[src/rtl/systolic_result_collector_if.sv]
// Handshake bundle between the systolic array byte stream, the row collector and its downstream consumer.
// slave is the collector's view; master is the view of whatever drives bytes and pops rows.
interface systolic_result_collector_if #(
  parameter int width_p        = 8,
  parameter int array_width_p  = 8,
  parameter int array_height_p = 8
);
  localparam int row_w = width_p * array_width_p;
  localparam int idx_w = (array_height_p > 1) ? $clog2(array_height_p) : 1;

  logic               v_i;
  logic [width_p-1:0] data_i;
  logic               yumi_o;
  logic               valid_o;
  logic [row_w-1:0]   data_o;
  logic [idx_w-1:0]   row_idx_o;
  logic               tile_last_o;
  logic               yumi_i;

  modport slave (
    input  v_i, data_i, yumi_i,
    output yumi_o, valid_o, data_o, row_idx_o, tile_last_o
  );

  modport master (
    output v_i, data_i, yumi_i,
    input  yumi_o, valid_o, data_o, row_idx_o, tile_last_o
  );
endinterface

[src/rtl/systolic_result_collector.sv]
// Packs systolic array result bytes into tagged rows and buffers them in a small FIFO.
// Optional build macro SYSTOLIC_COLLECTOR_PERF_CNT_EN adds saturating stall/row/tile counters.
module systolic_result_collector #(
  parameter int width_p        = 8,
  parameter int array_width_p  = 8,
  parameter int array_height_p = 8,
  parameter int depth_p        = 4
) (
  input  logic clk_i,
  input  logic reset_i,
  input  logic en_i,
  input  logic flush_i,
  systolic_result_collector_if.slave bus,
  output logic [$clog2(array_width_p+1)-1:0] partial_o
`ifdef SYSTOLIC_COLLECTOR_PERF_CNT_EN
  ,
  output logic [31:0] stall_cnt_o,
  output logic [31:0] row_cnt_o,
  output logic [31:0] tile_cnt_o
`endif
);
  localparam int row_w  = width_p * array_width_p;
  localparam int cnt_w  = $clog2(array_width_p + 1);
  localparam int idx_w  = (array_height_p > 1) ? $clog2(array_height_p) : 1;
  localparam int ptr_w  = $clog2(depth_p);
  localparam int fcnt_w = $clog2(depth_p + 1);
  localparam logic [cnt_w-1:0]  last_lane = cnt_w'(array_width_p - 1);
  localparam logic [idx_w-1:0]  last_row  = idx_w'(array_height_p - 1);
  localparam logic [fcnt_w-1:0] full_cnt  = fcnt_w'(depth_p);

  typedef struct packed {
    logic [row_w-1:0] data;
    logic [idx_w-1:0] row_idx;
    logic             tile_last;
  } entry_t;

  logic [width_p-1:0] lane_reg [array_width_p-1];
  entry_t             mem_reg  [depth_p];
  logic [ptr_w-1:0]   wr_ptr_reg, rd_ptr_reg;
  logic [fcnt_w-1:0]  count_reg;
  logic [cnt_w-1:0]   byte_cnt_reg;
  logic [idx_w-1:0]   row_idx_reg;
  logic [row_w-1:0]   push_data;
  entry_t             head;
  logic               fifo_full, fifo_valid, last_byte;
  logic               pop, stall, accept, push;

  assign fifo_full  = (count_reg == full_cnt);
  assign fifo_valid = (count_reg != '0);
  assign last_byte  = (byte_cnt_reg == last_lane);
  assign pop        = fifo_valid & bus.yumi_i & en_i & ~flush_i & ~reset_i;
  // A pop in the same cycle frees the slot the completing row needs.
  assign stall      = last_byte & fifo_full & ~pop;
  assign accept     = bus.v_i & en_i & ~flush_i & ~reset_i & ~stall;
  assign push       = accept & last_byte;

  assign head            = mem_reg[rd_ptr_reg];
  assign bus.yumi_o      = accept;
  assign bus.valid_o     = fifo_valid;
  assign bus.data_o      = head.data;
  assign bus.row_idx_o   = head.row_idx;
  assign bus.tile_last_o = head.tile_last;
  assign partial_o       = byte_cnt_reg;

  // The final lane is never stored in the assembler; it goes straight into the FIFO word.
  generate
    for (genvar gi = 0; gi < array_width_p; gi++) begin : g_lane
      if (gi == array_width_p - 1) begin : g_direct
        assign push_data[gi*width_p +: width_p] = bus.data_i;
      end else begin : g_stored
        assign push_data[gi*width_p +: width_p] = lane_reg[gi];
        always_ff @(posedge clk_i) begin
          if (reset_i) begin
            lane_reg[gi] <= '0;
          end else if (accept && (byte_cnt_reg == cnt_w'(gi))) begin
            lane_reg[gi] <= bus.data_i;
          end
        end
      end
    end
  endgenerate

  generate
    for (genvar gi = 0; gi < depth_p; gi++) begin : g_entry
      always_ff @(posedge clk_i) begin
        if (reset_i) begin
          mem_reg[gi] <= '0;
        end else if (push && (wr_ptr_reg == ptr_w'(gi))) begin
          mem_reg[gi] <= '{data: push_data, row_idx: row_idx_reg,
                           tile_last: (row_idx_reg == last_row)};
        end
      end
    end
  endgenerate

  always_ff @(posedge clk_i) begin
    if (reset_i || flush_i) begin
      byte_cnt_reg <= '0;
      row_idx_reg  <= '0;
      wr_ptr_reg   <= '0;
      rd_ptr_reg   <= '0;
      count_reg    <= '0;
    end else begin
      if (push) begin
        byte_cnt_reg <= '0;
        row_idx_reg  <= (row_idx_reg == last_row) ? '0 : row_idx_reg + idx_w'(1);
        wr_ptr_reg   <= wr_ptr_reg + ptr_w'(1);
      end else if (accept) begin
        byte_cnt_reg <= byte_cnt_reg + cnt_w'(1);
      end
      if (pop) begin
        rd_ptr_reg <= rd_ptr_reg + ptr_w'(1);
      end
      case ({push, pop})
        2'b10:   count_reg <= count_reg + fcnt_w'(1);
        2'b01:   count_reg <= count_reg - fcnt_w'(1);
        default: count_reg <= count_reg;
      endcase
    end
  end

`ifdef SYSTOLIC_COLLECTOR_PERF_CNT_EN
  logic [31:0] stall_cnt_reg, row_cnt_reg, tile_cnt_reg;

  always_ff @(posedge clk_i) begin
    if (reset_i || flush_i) begin
      stall_cnt_reg <= '0;
      row_cnt_reg   <= '0;
      tile_cnt_reg  <= '0;
    end else begin
      if (bus.v_i && en_i && stall && (stall_cnt_reg != '1)) begin
        stall_cnt_reg <= stall_cnt_reg + 32'd1;
      end
      if (push && (row_cnt_reg != '1)) begin
        row_cnt_reg <= row_cnt_reg + 32'd1;
      end
      if (push && (row_idx_reg == last_row) && (tile_cnt_reg != '1)) begin
        tile_cnt_reg <= tile_cnt_reg + 32'd1;
      end
    end
  end

  assign stall_cnt_o = stall_cnt_reg;
  assign row_cnt_o   = row_cnt_reg;
  assign tile_cnt_o  = tile_cnt_reg;
`endif
endmodule

[src/flat_wrapper.sv]
// flat-port wrapper written by rule: the top's interface ports become plain ports
module systolic_result_collector_flat 
#(
  parameter int width_p        = 8,
  parameter int array_width_p  = 8,
  parameter int array_height_p = 8,
  parameter int depth_p        = 4
)
  (clk_i, reset_i, en_i, flush_i, partial_o, bus_v_i, bus_data_i, bus_yumi_i, bus_yumi_o, bus_valid_o, bus_data_o, bus_row_idx_o, bus_tile_last_o);
  systolic_result_collector_if #(.width_p(width_p), .array_width_p(array_width_p), .array_height_p(array_height_p)) bus_i ();
  input  logic clk_i;
  input  logic reset_i;
  input  logic en_i;
  input  logic flush_i;
  output logic [$clog2(array_width_p+1)-1:0] partial_o;
  input wire logic [$bits(bus_i.v_i)-1:0] bus_v_i;
  input wire logic [$bits(bus_i.data_i)-1:0] bus_data_i;
  input wire logic [$bits(bus_i.yumi_i)-1:0] bus_yumi_i;
  output wire logic [$bits(bus_i.yumi_o)-1:0] bus_yumi_o;
  output wire logic [$bits(bus_i.valid_o)-1:0] bus_valid_o;
  output wire logic [$bits(bus_i.data_o)-1:0] bus_data_o;
  output wire logic [$bits(bus_i.row_idx_o)-1:0] bus_row_idx_o;
  output wire logic [$bits(bus_i.tile_last_o)-1:0] bus_tile_last_o;
  assign bus_i.v_i = bus_v_i;
  assign bus_i.data_i = bus_data_i;
  assign bus_i.yumi_i = bus_yumi_i;
  assign bus_yumi_o = bus_i.yumi_o;
  assign bus_valid_o = bus_i.valid_o;
  assign bus_data_o = bus_i.data_o;
  assign bus_row_idx_o = bus_i.row_idx_o;
  assign bus_tile_last_o = bus_i.tile_last_o;
  systolic_result_collector #(.width_p(width_p), .array_width_p(array_width_p), .array_height_p(array_height_p), .depth_p(depth_p)) u_core (.clk_i(clk_i), .reset_i(reset_i), .en_i(en_i), .flush_i(flush_i), .bus(bus_i), .partial_o(partial_o));
endmodule
[config.mk]
export PLATFORM = sky130hd
export DESIGN_NAME = systolic_result_collector_flat
export DESIGN_NICKNAME = d
export VERILOG_FILES = /design/src/rtl/systolic_result_collector_if.sv /design/src/rtl/systolic_result_collector.sv /design/src/flat_wrapper.sv
export SDC_FILE = /design/constraint.sdc
export NUM_CORES = 1
export LEC_CHECK = 0
export BUFFER_PORTS_ARGS = -buffer_cell sky130_fd_sc_hd__buf_2
export CORE_ASPECT_RATIO = 0.8
export CORE_MARGIN = 4
export CORE_UTILIZATION = 65
export CTS_BUF_LIST = sky130_fd_sc_hd__clkbuf_4 sky130_fd_sc_hd__clkbuf_8
export CTS_CLUSTER_DIAMETER = 150
export DETAILED_ROUTE_END_ITERATION = 8
export PLACE_DENSITY = 0.93
export SKIP_CTS_REPAIR_TIMING = 1
export SLEW_MARGIN = 15
export SYNTH_ARGS = -nofsm -noshare
export SYNTH_HDL_FRONTEND = slang
export SYNTH_SLANG_ARGS = --single-unit
[constraint.sdc]
create_clock -name clk_i -period 5.1 [get_ports clk_i]
set_input_delay 0.765 -clock clk_i [delete_from_list [all_inputs] [get_ports clk_i]]
set_output_delay 0.765 -clock clk_i [all_outputs]
set_load 0.01 [all_outputs]
Yosys cells after proc, flatten, opt, wreduce, memory -nomap -nowiden
Memory sizes are Yosys's and may differ from the RTL's. A register that Yosys moved wholly into a read port is not among the register bits.
Index checks and enable logic that the tools add are counted.
Widths: inputs -> output; s select.
{"block": "word_totals", "regBits": 14, "latch_bits": 0, "ramBits": 328, "mem_bits_ro": 0, "out_inout_bits": 74, "mem_count": 2}
{"block": "op_classes", "n_addsub": 6, "n_mul": 0, "n_div": 0, "magnitude_cmp": 0, "n_eq_ne": 14, "shift": 0, "n_mux": 50, "bitwise_logic": 26, "reduce_logical": 17}
{"name": "u_core.mem_reg", "depth": 4, "word_bits": 68, "rd": 1, "rd_clocked_by_memory_dff": 1, "wr": 4, "line_no": "systolic_result_collector.sv:38", "source": "entry_t mem_reg [depth_p];"}
{"name": "u_core.lane_reg", "depth": 7, "word_bits": 8, "rd": 7, "rd_clocked_by_memory_dff": 0, "wr": 7, "line_no": "systolic_result_collector.sv:37", "source": "logic [width_p-1:0] lane_reg [array_width_p-1];"}
{"operator": "$mux 68", "count": 4}
{"operator": "$mux 8", "count": 7}
{"operator": "$mux 1", "count": 35}
{"operator": "$eq 4x3->1 const B", "count": 4}
{"operator": "$and 1x1->1", "count": 11}
{"operator": "$logic_and 1x1->1", "count": 11}
{"operator": "$or 1x1->1", "count": 11}
{"operator": "$eq 4x2->1 const B", "count": 2}
{"operator": "$add 3x1->3 const B", "count": 2}
{"operator": "$eq 2x2->1 const B", "count": 3}
{"operator": "$eq 3x3->1 const B", "count": 2}
{"operator": "$pmux 3 s2", "count": 1}
{"operator": "$add 2x1->2 const B", "count": 2}
{"operator": "$add 4x1->4 const B", "count": 1}
{"operator": "$eq 2x1->1 const B", "count": 2}
{"operator": "$eq 4x1->1 const B", "count": 1}
{"operator": "$logic_not 4->1", "count": 1}
{"operator": "$mux 2", "count": 2}
{"operator": "$not 1->1", "count": 4}
{"operator": "$mux 3", "count": 1}
{"operator": "$reduce_bool 3->1", "count": 1}
{"operator": "$sub 3x1->3 const B", "count": 1}
{"operator": "$logic_not 2->1", "count": 1}
{"operator": "$reduce_bool 2->1", "count": 1}
{"operator": "2 further kinds", "count": 2}

Logic depth before layout (Yosys ltp)
{"block": "logic_depth", "depth_word": 15, "ltp_mapped": 11, "ltp_nobuf": 9}

Worst setup path after synthesis
No wires, ideal clock.
{"block": "synth_timing", "kind": "in2reg", "start": "in reset_i", "end": "mem u_core.mem_reg[0][0] in the netlist's numbering (enable)", "setup_ns": 0.397, "arrival_ns": 2.656, "required_time_ns": 4.703, "path_slack_ns": 2.047, "cell_stages": 5, "path_buffers": 2, "cell_sequence": "nand4bb_1 -> buf_6 -> a2111oi_4 -> buf_6 -> or2_2"}
{"item": "from (decl)", "line_no": "flat_wrapper.sv:12", "source": "input logic reset_i;"}
{"item": "to (decl)", "line_no": "systolic_result_collector.sv:38"}

==> results by stage <==
Status:
- The flow ran to the end, and the final reports show no timing, DRC or antenna violations.

Final layout:
- The repair_antennas step left the layout with diodes totalling 0.
- In the layout the commonest cells are 328 x edfxtp_1, 292 x and2_1, 87 x buf_2.
- The library cell used most frequently in the layout, excluding fill and tap cells, is edfxtp_1.
- The register with the most flip-flops in the layout has 272 of them.
- Cells fill 73.7% of the core in the end.
- For this run, the post-layout net count is 1,031.
- After filler insertion, the fill cell instance count of the layout stands at 1,383.
- The ratio of cells with drive above 1 in the final layout is 26.1%.
- The post-synthesis to final-layout area growth is 10.9%.

CTS:
- The H-tree generated during clock tree synthesis spans 2 levels.
- The source-to-sink clock delay at the later pin of the worst-skew pair is between 0.5 and 0.6 ns.
- The CTS tree is done.
- Counting the buffers created by CTS gives 51.
- The clock passes through at most 3 buffers.
- The tree is rooted in a clkbuf_8.
- Clock-pin slew was measured on the worst setup and hold paths at 0.06 ns.
- The total clock sinks is about 340.

STA:
- Timing would allow up to 281 MHz.
- The final period demand of the worst path is between 3 and 4 ns.
- The number of setup violations in the final report is 0.
- The transition time at the pin with the least slew margin is 1.03 ns.
- Setup total negative slack on the finished layout was measured at 0 ns.
- The number of hold violations in the final report is 0.
- The clock skew after layout is 0.0179 ns.
- The count of pins over their slew limit is 0.
- Setup repair after global routing left no endpoint under its margin.
- The worst path uses between 60% and 70% of the clock period.
- The tightest slew margin relative to the limit is 31.0%.

GRT:
- The number of antenna violations at the first check in global routing is 0.
- The final global-route overflow total is 0.
- The global-route wire length before repair is ~48,000 um.
- The number of global-route vias before repair is 8,326.
- Entering global routing, the biggest net connects 69 pins.
- The combined global-route utilization of all metal layers is 25.3%.

Routing:
- The number of vias per cell is about 6.
- For this block, the via count after detailed routing is 8,099.
- The count of nets left with antenna violations once routing finished came out at 0.
- After detailed routing, the average wire length per cell comes to 23.3 um.
- For this run, design rule violations remaining after detail routing come to 0.
- The count of routing violations after the opening detailed-route iteration is slightly above 900.
- The total iterations of the first detailed-routing run is 5.
- The total routed wirelength is 31,400 um.

Setup path:
- The critical-path cell with the highest stage delay is dfxtp_4.
- The critical path arrival is 2.79 ns.
- The required time of the critical path is 4.34 ns.
- The critical path is of the reg -> out type.
- On the worst path, the slowest cell contributes a delay of 0.95 ns.
- The signal on the critical path passes through buf_4, mux4_2, buf_2.
- STA classifies the critical path endpoint as an output pin.
- The type of origin of the critical path is a flop.
- The top fanout value on the critical path is 40.

Synthesis:
- Counting every instance in the synthesized netlist gives 919.
- The synthesized netlist net count is 945.
- By area the synthesized netlist is led by edfxtp_1 66%, and2_1 12%, mux4_2 10%.
- The average footprint of a synthesized cell is 16.3 um^2.
- The flip-flop and latch count after synthesis is approximately 340.
- For this run, asynchronously set or reset flops after synthesis account for 0%.
- edfxtp_1 takes more of the synthesized area than any other cell.
- The synthesized design contains between 300 and 400 enable-type register cells.
- In the synthesized netlist the dominant register cell turns out to be edfxtp_1.
- Of the post-synthesis cell area, the dominant cell type holds 65.6%.
- Summing every instance area after synthesis gives 15,000 um^2.
- For this run, the number of Yosys warnings is 0.
- Yosys mapped the design onto 44 distinct sky130hd cell types.
- After synthesis, flip-flops and latches occupy 67.8% of the total area.

Pwr:
- Across the VDD grid, the largest voltage drop is about 0.00020 V.
- After layout, the design draws a total of 0.00550 W.
- Dividing total power by cell area gives a power density of 331 nW/um^2.
- The standby leakage power is just over 6 nW.

Worst hold path:
- The tightest min-delay check is of the reg -> reg type.

Placement:
- Routability-driven placement finished with a final weighted congestion of 0.805.
- Summed over all nets, the half-perimeter wirelength after detailed placement is ~18,000 um.
- The count of port buffers added during placement is 87.

Floorplanning:
- The initial utilization of the core area, before any placement, comes to 66.5%.
- The core region is around 23,000 um^2.
- In this run the horizontal extent of the chip is 178 um.
- The die height is 144 um.
- The row count is 49.
- The boundary pin count is 88.
- The floorplan die area is 25,600 um^2.

Run:
- The number of maximum-capacitance constraint violations is 0.
-- area by class of cell --
class / count / area (um^2) / share of cell area, %
Clock inverter: 27 / 149 / 0.895
Timing Repair Buffer: 102 / 586 / 3.52
Inverter: 15 / 56.3 / 0.338
Clock buffer: 67 / 828 / 4.98
Multi-Input combinational cell: 491 / 4460 / 26.8
Sequential cell: 344 / 10200 / 61.2
Tap cell: 306 / 383 / 2.30
-- cells in the mapped netlist (all sizes together) (2+ instances only) --
cell type / number
nor4b: 4
buf: 25
o21bai: 3
ha: 11
or3: 7
nand3: 2
mux2i: 5
nand3b: 2
a2111oi: 7
nor3b: 24
o21ai: 3
a21oi: 4
dfxtp: 16
and2: 292
nand2: 13
mux4: 68
clkbuf: 44
and3: 13
or2: 9
nor2: 8
xor2: 2
edfxtp: 328
inv: 15
-- critical path, delay by kind of cell, from the launching register on --
family | cells | cell delay, ns
mux | 1 | 0.59
buf+inv | 2 | 0.66
flops | 1 | 0.95
-- power breakdown --
part	total (W)	internal [W]	switching [W]	leakage (nW)
clock	0.00212	0.00111	0.00101	0.520
combinational	0.000171	0.0000564	0.000114	2.11
sequential	0.00321	0.00317	0.0000390	3.52
total	0.00550	0.00434	0.00116	6.15
-- metal layers --
metal | up-vias | wire length, um | track usage, %
met5 | - | 0 | 0
met4 | 0 | 673 | 6.79
met3 | 56 | 2580 | 4.60
met2 | 369 | 15800 | 42.1
met1 | 4112 | 12400 | 35.2
li1 | 3562 | - | -
-- cell families (layout without fill, tap and decap cells) --
group           after synthesis  after routing  synth area share [%]
compound gates               25             25                  1.80
xor+xnor                      3              3                 0.175
fa+ha+maj                    12             12                  1.05
buf+inv                      84            211                  2.61
flops                       344            344                  67.8
mux                          73             73                  10.5
simple gates                378            378                  16.0
-- path summary, 6_finish.rpt --
kind                        start               endpoint  slack, ns  depth (start not counted)
min reg2reg  u_core.rd_ptr_reg[1]                   flop       0.49                          2
min          u_core.rd_ptr_reg[1]                   flop       0.49                          2
max                          flop         bus_data_o[32]       1.54                          3
max reg2reg   u_core.partial_o[2]  u_core.mem_reg[2][47]       2.06                          4
-- through the flow --
step	instances	cell area (um^2)	setup slack, ns	hold slack, ns
CTS	1352	16600	1.45	0.487
global placement	1258	15700	1.54	0.483
finish	1352	16600	1.54	0.485
floorplan	919	15000	2.05	0.459
detailed placement	1258	15700	1.48	0.477
global route	1352	16600	1.33	0.516
(Power assumes the default switching activity.)
